==> src/rtl/addersub_pipe_pkg.sv <==
// Shared op encodings and op-field bit positions for the pipelined adder/subtractor.
package addersub_pipe_pkg;

  // op = {is_slt, signext, addsub}
  localparam int OP_ADDSUB_BIT  = 0;
  localparam int OP_SIGNEXT_BIT = 1;
  localparam int OP_SLT_BIT     = 2;

  localparam logic [2:0] OP_SUBU = 3'b000;
  localparam logic [2:0] OP_ADDU = 3'b001;
  localparam logic [2:0] OP_SUB  = 3'b010;
  localparam logic [2:0] OP_ADD  = 3'b011;
  localparam logic [2:0] OP_SLTU = 3'b100;
  localparam logic [2:0] OP_SLT  = 3'b110;

  // Only signed add/subtract can report a signed overflow.
  function automatic logic op_is_signed_arith(input logic [2:0] o);
    return (o == OP_ADD) || (o == OP_SUB);
  endfunction

endpackage

==> src/rtl/addersub_seg.sv <==
// One carry segment of the split adder: a + (addsub ? b : ~b) + cin.
module addersub_seg #(
  parameter int N = 8
) (
  input  logic [N-1:0] a,
  input  logic [N-1:0] b,
  input  logic         cin,
  input  logic         addsub,
  output logic [N-1:0] sum,
  output logic         cout
);

  logic [N-1:0] b_eff;

  assign b_eff       = addsub ? b : ~b;
  assign {cout, sum} = {1'b0, a} + {1'b0, b_eff} + {{N{1'b0}}, cin};

endmodule

==> src/rtl/addersub_pipe.sv <==
// Multi-lane pipelined add/subtract/set-less-than unit with valid/ready handshake.
// The (WIDTH+1)-bit extended adder is cut into STAGES carry segments; segment k
// is evaluated while loading stage k, and the carry between segments is registered.
// Optional signed-overflow output: define ADDERSUB_PIPE_OVERFLOW_EN.
module addersub_pipe
  import addersub_pipe_pkg::*;
#(
  parameter int WIDTH  = 32,
  parameter int LANES  = 1,
  parameter int STAGES = 1
) (
  input  logic                   clk,
  input  logic                   reset,
  input  logic                   in_valid,
  output logic                   in_ready,
  input  logic [2:0]             op,
  input  logic [LANES*WIDTH-1:0] opA,
  input  logic [LANES*WIDTH-1:0] opB,
  output logic                   out_valid,
  input  logic                   out_ready,
  output logic [LANES*WIDTH-1:0] result,
  output logic [LANES-1:0]       result_slt
`ifdef ADDERSUB_PIPE_OVERFLOW_EN
  ,
  output logic [LANES-1:0]       overflow
`endif
);

  localparam int EW  = WIDTH + 1;
  localparam int SEG = WIDTH / STAGES;

  // Stage registers; sum_q[k] holds valid bits only up to the end of segment k,
  // everything above stays zero so the next segment can simply be OR-ed in.
  logic [STAGES-1:0]                    valid;
  logic [STAGES-1:0][2:0]               op_q;
  logic [STAGES-1:0][LANES-1:0][EW-1:0] a_q, b_q, sum_q;
  logic [STAGES-1:0][LANES-1:0]         c_q;

  // What each stage would load: inputs for stage 0, previous stage otherwise.
  logic [STAGES-1:0]                    src_vld;
  logic [STAGES-1:0][2:0]               src_op;
  logic [STAGES-1:0][LANES-1:0][EW-1:0] src_a, src_b, src_sum, nxt_sum;
  logic [STAGES-1:0][LANES-1:0]         src_c, nxt_c;

  logic [STAGES-1:0] load;

  // Bubble collapse: a stage may load if it or any stage downstream is empty,
  // or the output is being taken this cycle.
  always_comb begin
    logic ld;
    ld   = out_ready;
    load = '0;
    for (int k = STAGES - 1; k >= 0; k--) begin
      ld      = ld || !valid[k];
      load[k] = ld;
    end
  end

  assign in_ready = !reset && load[0];

  assign src_vld[0] = in_valid && in_ready;
  assign src_op[0]  = op;

  for (genvar l = 0; l < LANES; l++) begin : g_in
    assign src_a[0][l]   = {op[OP_SIGNEXT_BIT] & opA[l*WIDTH+WIDTH-1], opA[l*WIDTH +: WIDTH]};
    assign src_b[0][l]   = {op[OP_SIGNEXT_BIT] & opB[l*WIDTH+WIDTH-1], opB[l*WIDTH +: WIDTH]};
    assign src_sum[0][l] = '0;
    // Subtraction is a + ~b + 1, so the first carry-in is the inverse of addsub.
    assign src_c[0][l]   = ~op[OP_ADDSUB_BIT];
  end

  for (genvar k = 1; k < STAGES; k++) begin : g_fwd
    assign src_vld[k] = valid[k-1];
    assign src_op[k]  = op_q[k-1];
    assign src_a[k]   = a_q[k-1];
    assign src_b[k]   = b_q[k-1];
    assign src_sum[k] = sum_q[k-1];
    assign src_c[k]   = c_q[k-1];
  end

  for (genvar k = 0; k < STAGES; k++) begin : g_stage
    localparam int LO = k * SEG;
    localparam int SW = (k == STAGES - 1) ? SEG + 1 : SEG;
    for (genvar l = 0; l < LANES; l++) begin : g_lane
      logic [SW-1:0] seg_s;
      logic [EW-1:0] seg_ext;
      addersub_seg #(.N(SW)) u_seg (
        .a      (src_a[k][l][LO +: SW]),
        .b      (src_b[k][l][LO +: SW]),
        .cin    (src_c[k][l]),
        .addsub (src_op[k][OP_ADDSUB_BIT]),
        .sum    (seg_s),
        .cout   (nxt_c[k][l])
      );
      assign seg_ext        = EW'(seg_s);
      assign nxt_sum[k][l]  = src_sum[k][l] | (seg_ext << LO);
    end
  end

  // Stage registers: valid follows the handshake, data only moves with a valid op.
  always_ff @(posedge clk) begin
    if (reset) begin
      valid <= '0;
      op_q  <= '0;
      a_q   <= '0;
      b_q   <= '0;
      sum_q <= '0;
      c_q   <= '0;
    end else begin
      for (int k = 0; k < STAGES; k++) begin
        if (load[k]) begin
          valid[k] <= src_vld[k];
          if (src_vld[k]) begin
            op_q[k]  <= src_op[k];
            a_q[k]   <= src_a[k];
            b_q[k]   <= src_b[k];
            sum_q[k] <= nxt_sum[k];
            c_q[k]   <= nxt_c[k];
          end
        end
      end
    end
  end

  assign out_valid = valid[STAGES-1];

  for (genvar l = 0; l < LANES; l++) begin : g_out
    assign result[l*WIDTH +: WIDTH] = sum_q[STAGES-1][l][WIDTH-1:0];
    assign result_slt[l]            = sum_q[STAGES-1][l][WIDTH];
`ifdef ADDERSUB_PIPE_OVERFLOW_EN
    // Sign-extended operands make the WIDTH+1 result exact; a mismatch between
    // its top two bits means the WIDTH-bit signed result wrapped.
    assign overflow[l] = op_is_signed_arith(op_q[STAGES-1]) &&
                         (sum_q[STAGES-1][l][WIDTH] ^ sum_q[STAGES-1][l][WIDTH-1]);
`endif
  end

  // Operands and final carry of the last stage have no consumer.
  logic unused_ok;
  assign unused_ok = ^{a_q[STAGES-1], b_q[STAGES-1], c_q[STAGES-1], op_q[STAGES-1]};

endmodule

==> config.mk <==
export PLATFORM = sky130hd
export DESIGN_NAME = addersub_pipe
export DESIGN_NICKNAME = d
export VERILOG_FILES = /design/src/rtl/addersub_pipe_pkg.sv /design/src/rtl/addersub_seg.sv /design/src/rtl/addersub_pipe.sv
export SDC_FILE = /design/constraint.sdc
export NUM_CORES = 1
export LEC_CHECK = 0
export ABC_AREA = 1
export CELL_PAD_IN_SITES_DETAIL_PLACEMENT = 0
export CELL_PAD_IN_SITES_GLOBAL_PLACEMENT = 1
export CORE_MARGIN = 2
export CORE_UTILIZATION = 30
export CTS_BUF_LIST = sky130_fd_sc_hd__clkbuf_8
export DETAILED_ROUTE_END_ITERATION = 10
export PLACE_DENSITY = 0.83
export SLEW_MARGIN = 15
export SYNTH_ARGS = -nofsm -noshare
export SYNTH_HDL_FRONTEND = slang
export SYNTH_HIERARCHICAL = 1
export SYNTH_SLANG_ARGS = --single-unit
==> constraint.sdc <==
create_clock -name clk -period 3.34 [get_ports clk]
set_clock_uncertainty 0.15 [all_clocks]
set_input_delay 1.002 -clock clk [delete_from_list [all_inputs] [get_ports clk]]
set_output_delay 1.002 -clock clk [all_outputs]
set_load 0.02 [all_outputs]
==> metrics.cfg <==
[setup_path]
critPathMaxFanout=3
rr_endpoint=sum_q[15]
critPathLaunch=opB[0]
cp-endpoint=sum_q[32]
rr_startpoint=out_valid
cp.arrival_ns=3.14
worst-setup-path-type=input port to flip-flop
crit_required_ns=3.38
r2r_slack_ns=1.75
r2r_cells=4
endpoint_kind=flip-flop
start_kind=input port

[placed_design]
numPortBuffers=104
place.gp.congestion=0.8275
place_area_um2=5702
dp_hpwl_mm=9.983
dpl.cell_count=1088

[timing]
slew_headroom_pct=70.99
layout_min_cycle_time_ns=3.104
slew_violations=0
whs_ns=0.3662
fmax_ghz=0.3222
hold_viol_final=0
post-route-period-util_pct=92.92
tightest_slew_ns=0.4337
rsz0062_at_grt=false
setup_violations=0

[synth]
synth_fp_nets=899
yosys_warnings=6
synth_area_per_cell_um2=5.478
synth_cells=794
netlist_area_um2=4349

[floorplan]
core_um2=14370
die-width_um=124.4
dieArea_um2=15480
die_h_um=124.4
initial_core_util_pct=30.27
ios=106
std_cell_rows=44

[clock_tree]
cts-root-buf=clkbuf_8
clock-sinks=34
clk_latency_ns=0.29
cts_tree=built
clockBufferDepth=2
postCtsHoldBufs=0
cts_setup_buffers=0
clkTransAtPathRegs_ns=0.07
htree_levels=2
cts-buffers-inserted=5

[detailed_routing]
first_pass_iters=5
routedWlPerCell_um=10.79
wirelength_mm=11.82
drtIter0Drc=253
dr_total_vias=4611
postRouteAntennaNets=0
vias_per_cell=4.207
drc=0

[final_layout]
drive_gt1_share_pct=5.702
area_delta_synth_final_pct=34.35
antennaDiodeCount=0
fin_area_um2=5843
final_util_pct=40.67
nets=1016
instances_no_fill=1096

[global_routing]
grt_pass1_vias=4365
grt.total_usage_pct=15.82
grt_overflow_total=0
grt_pass1_wl_mm=20.52
grt_max_degree=36
grt_antenna_before_repair=0

[pwr]
finalPower_w=0.002159
p_leak_nw=3.250
powerDensity_nw_per_um2=369.5
vdd_drop_max_mv=0.2106

[worst_hold_path]
hold_class=flip-flop to flip-flop

[status]
status=complete, no violations

[run]
maxCapViolations=0

-- cell usage in the layout, fill, tap and decap left out, types with 2 or more instances in the layout --
cell and instances:
nor2_1 72, inv_1 163, a21oi_1 22, or2_1 2
bufinv_16 2, xnor2_1 35, nand3_1 26, clkdlybuf4s50_1 102
nor3_1 3, dfxtp_1 34, xor2_1 13, fa_2 2
nand2_1 317, nand4_1 35, ha_1 32, buf_4 26
clkbuf_8 5, nand2_2 11
-- layer usage --
| layer | vias to the layer above | GRT usage, % | share of wire [%] |
|---|---|---|---|
| met5 | - | 0 | 0 |
| met4 | 0 | 3.767 | 1.2 |
| met3 | 8 | 1.503 | 3.1 |
| met2 | 80 | 25.23 | 43 |
| met1 | 1919 | 22.93 | 53 |
| li1 | 2604 | - | - |
-- stage by stage --
stage	setup TNS, ns	setup slack [ns]
finish	0	0.2365
global route	0	0.02332
CTS	0	0.1076
detailed placement	-1.970	-0.1954
global placement	-1.591	-0.1684
floorplan	0	0.05090
-- flip-flops by register name (all words and copies together), names as in the netlist --
signal     flops
out_valid      1
sum_q         33
-- worst min-delay path by stage --
stage	slack, ns	cells past startpoint	from	to
final	0.37	4	sum_q[11]	sum_q[11]
after global routing	0.40	4	sum_q[7]	sum_q[7]
after CTS	0.37	4	sum_q[0]	sum_q[0]
after detailed placement	0.35	4	sum_q[0]	sum_q[0]
after global placement	0.35	4	sum_q[23]	sum_q[23]
after floorplan	0.44	4	sum_q[0]	sum_q[0]
-- repair_timing --
| item | CTS | global route |
|---|---|---|
| gates resized for setup | 1 | 2 |
| setup endpoints to repair | 1 | 6 |
| pin swaps | 0 | 0 |
| hold endpoints to repair | 0 | 0 |
-- worst max-delay path, stage by stage --
cell,delay [ns]
clkdlybuf4s50_1,0.41
xnor2_1,0.14
fa_2,0.37
fa_2,0.36
nand2_1,0.07
nand2_1,0.08
nand3_1,0.10
nand2_2,0.07
nand2_1,0.08
nand2_2,0.08
nand2_1,0.09
nand2_1,0.06
nand2_1,0.06
nand2_1,0.05
nand4_1,0.07
nand2_1,0.05
-- report_power, final --
group | total, W | switching [W] | internal [W]
Clock | 0.000462 | 0.000163 | 0.000299
Sequential | 0.000502 | 0.0000342 | 0.000468
Combinational | 0.00119 | 0.000680 | 0.000515
-- layout make-up --
class | instances | area (um2)
multi-input cells | 575 | 2927
repair buffers | 131 | 1250
fillers | 1645 | 8526
clock buffers | 5 | 68.82
well taps | 184 | 230.2
flip-flops and latches | 34 | 680.7
inverters | 164 | 618.1
clock inverters | 3 | 68.82
No activity file was read; power rests on OpenSTA's default activity.
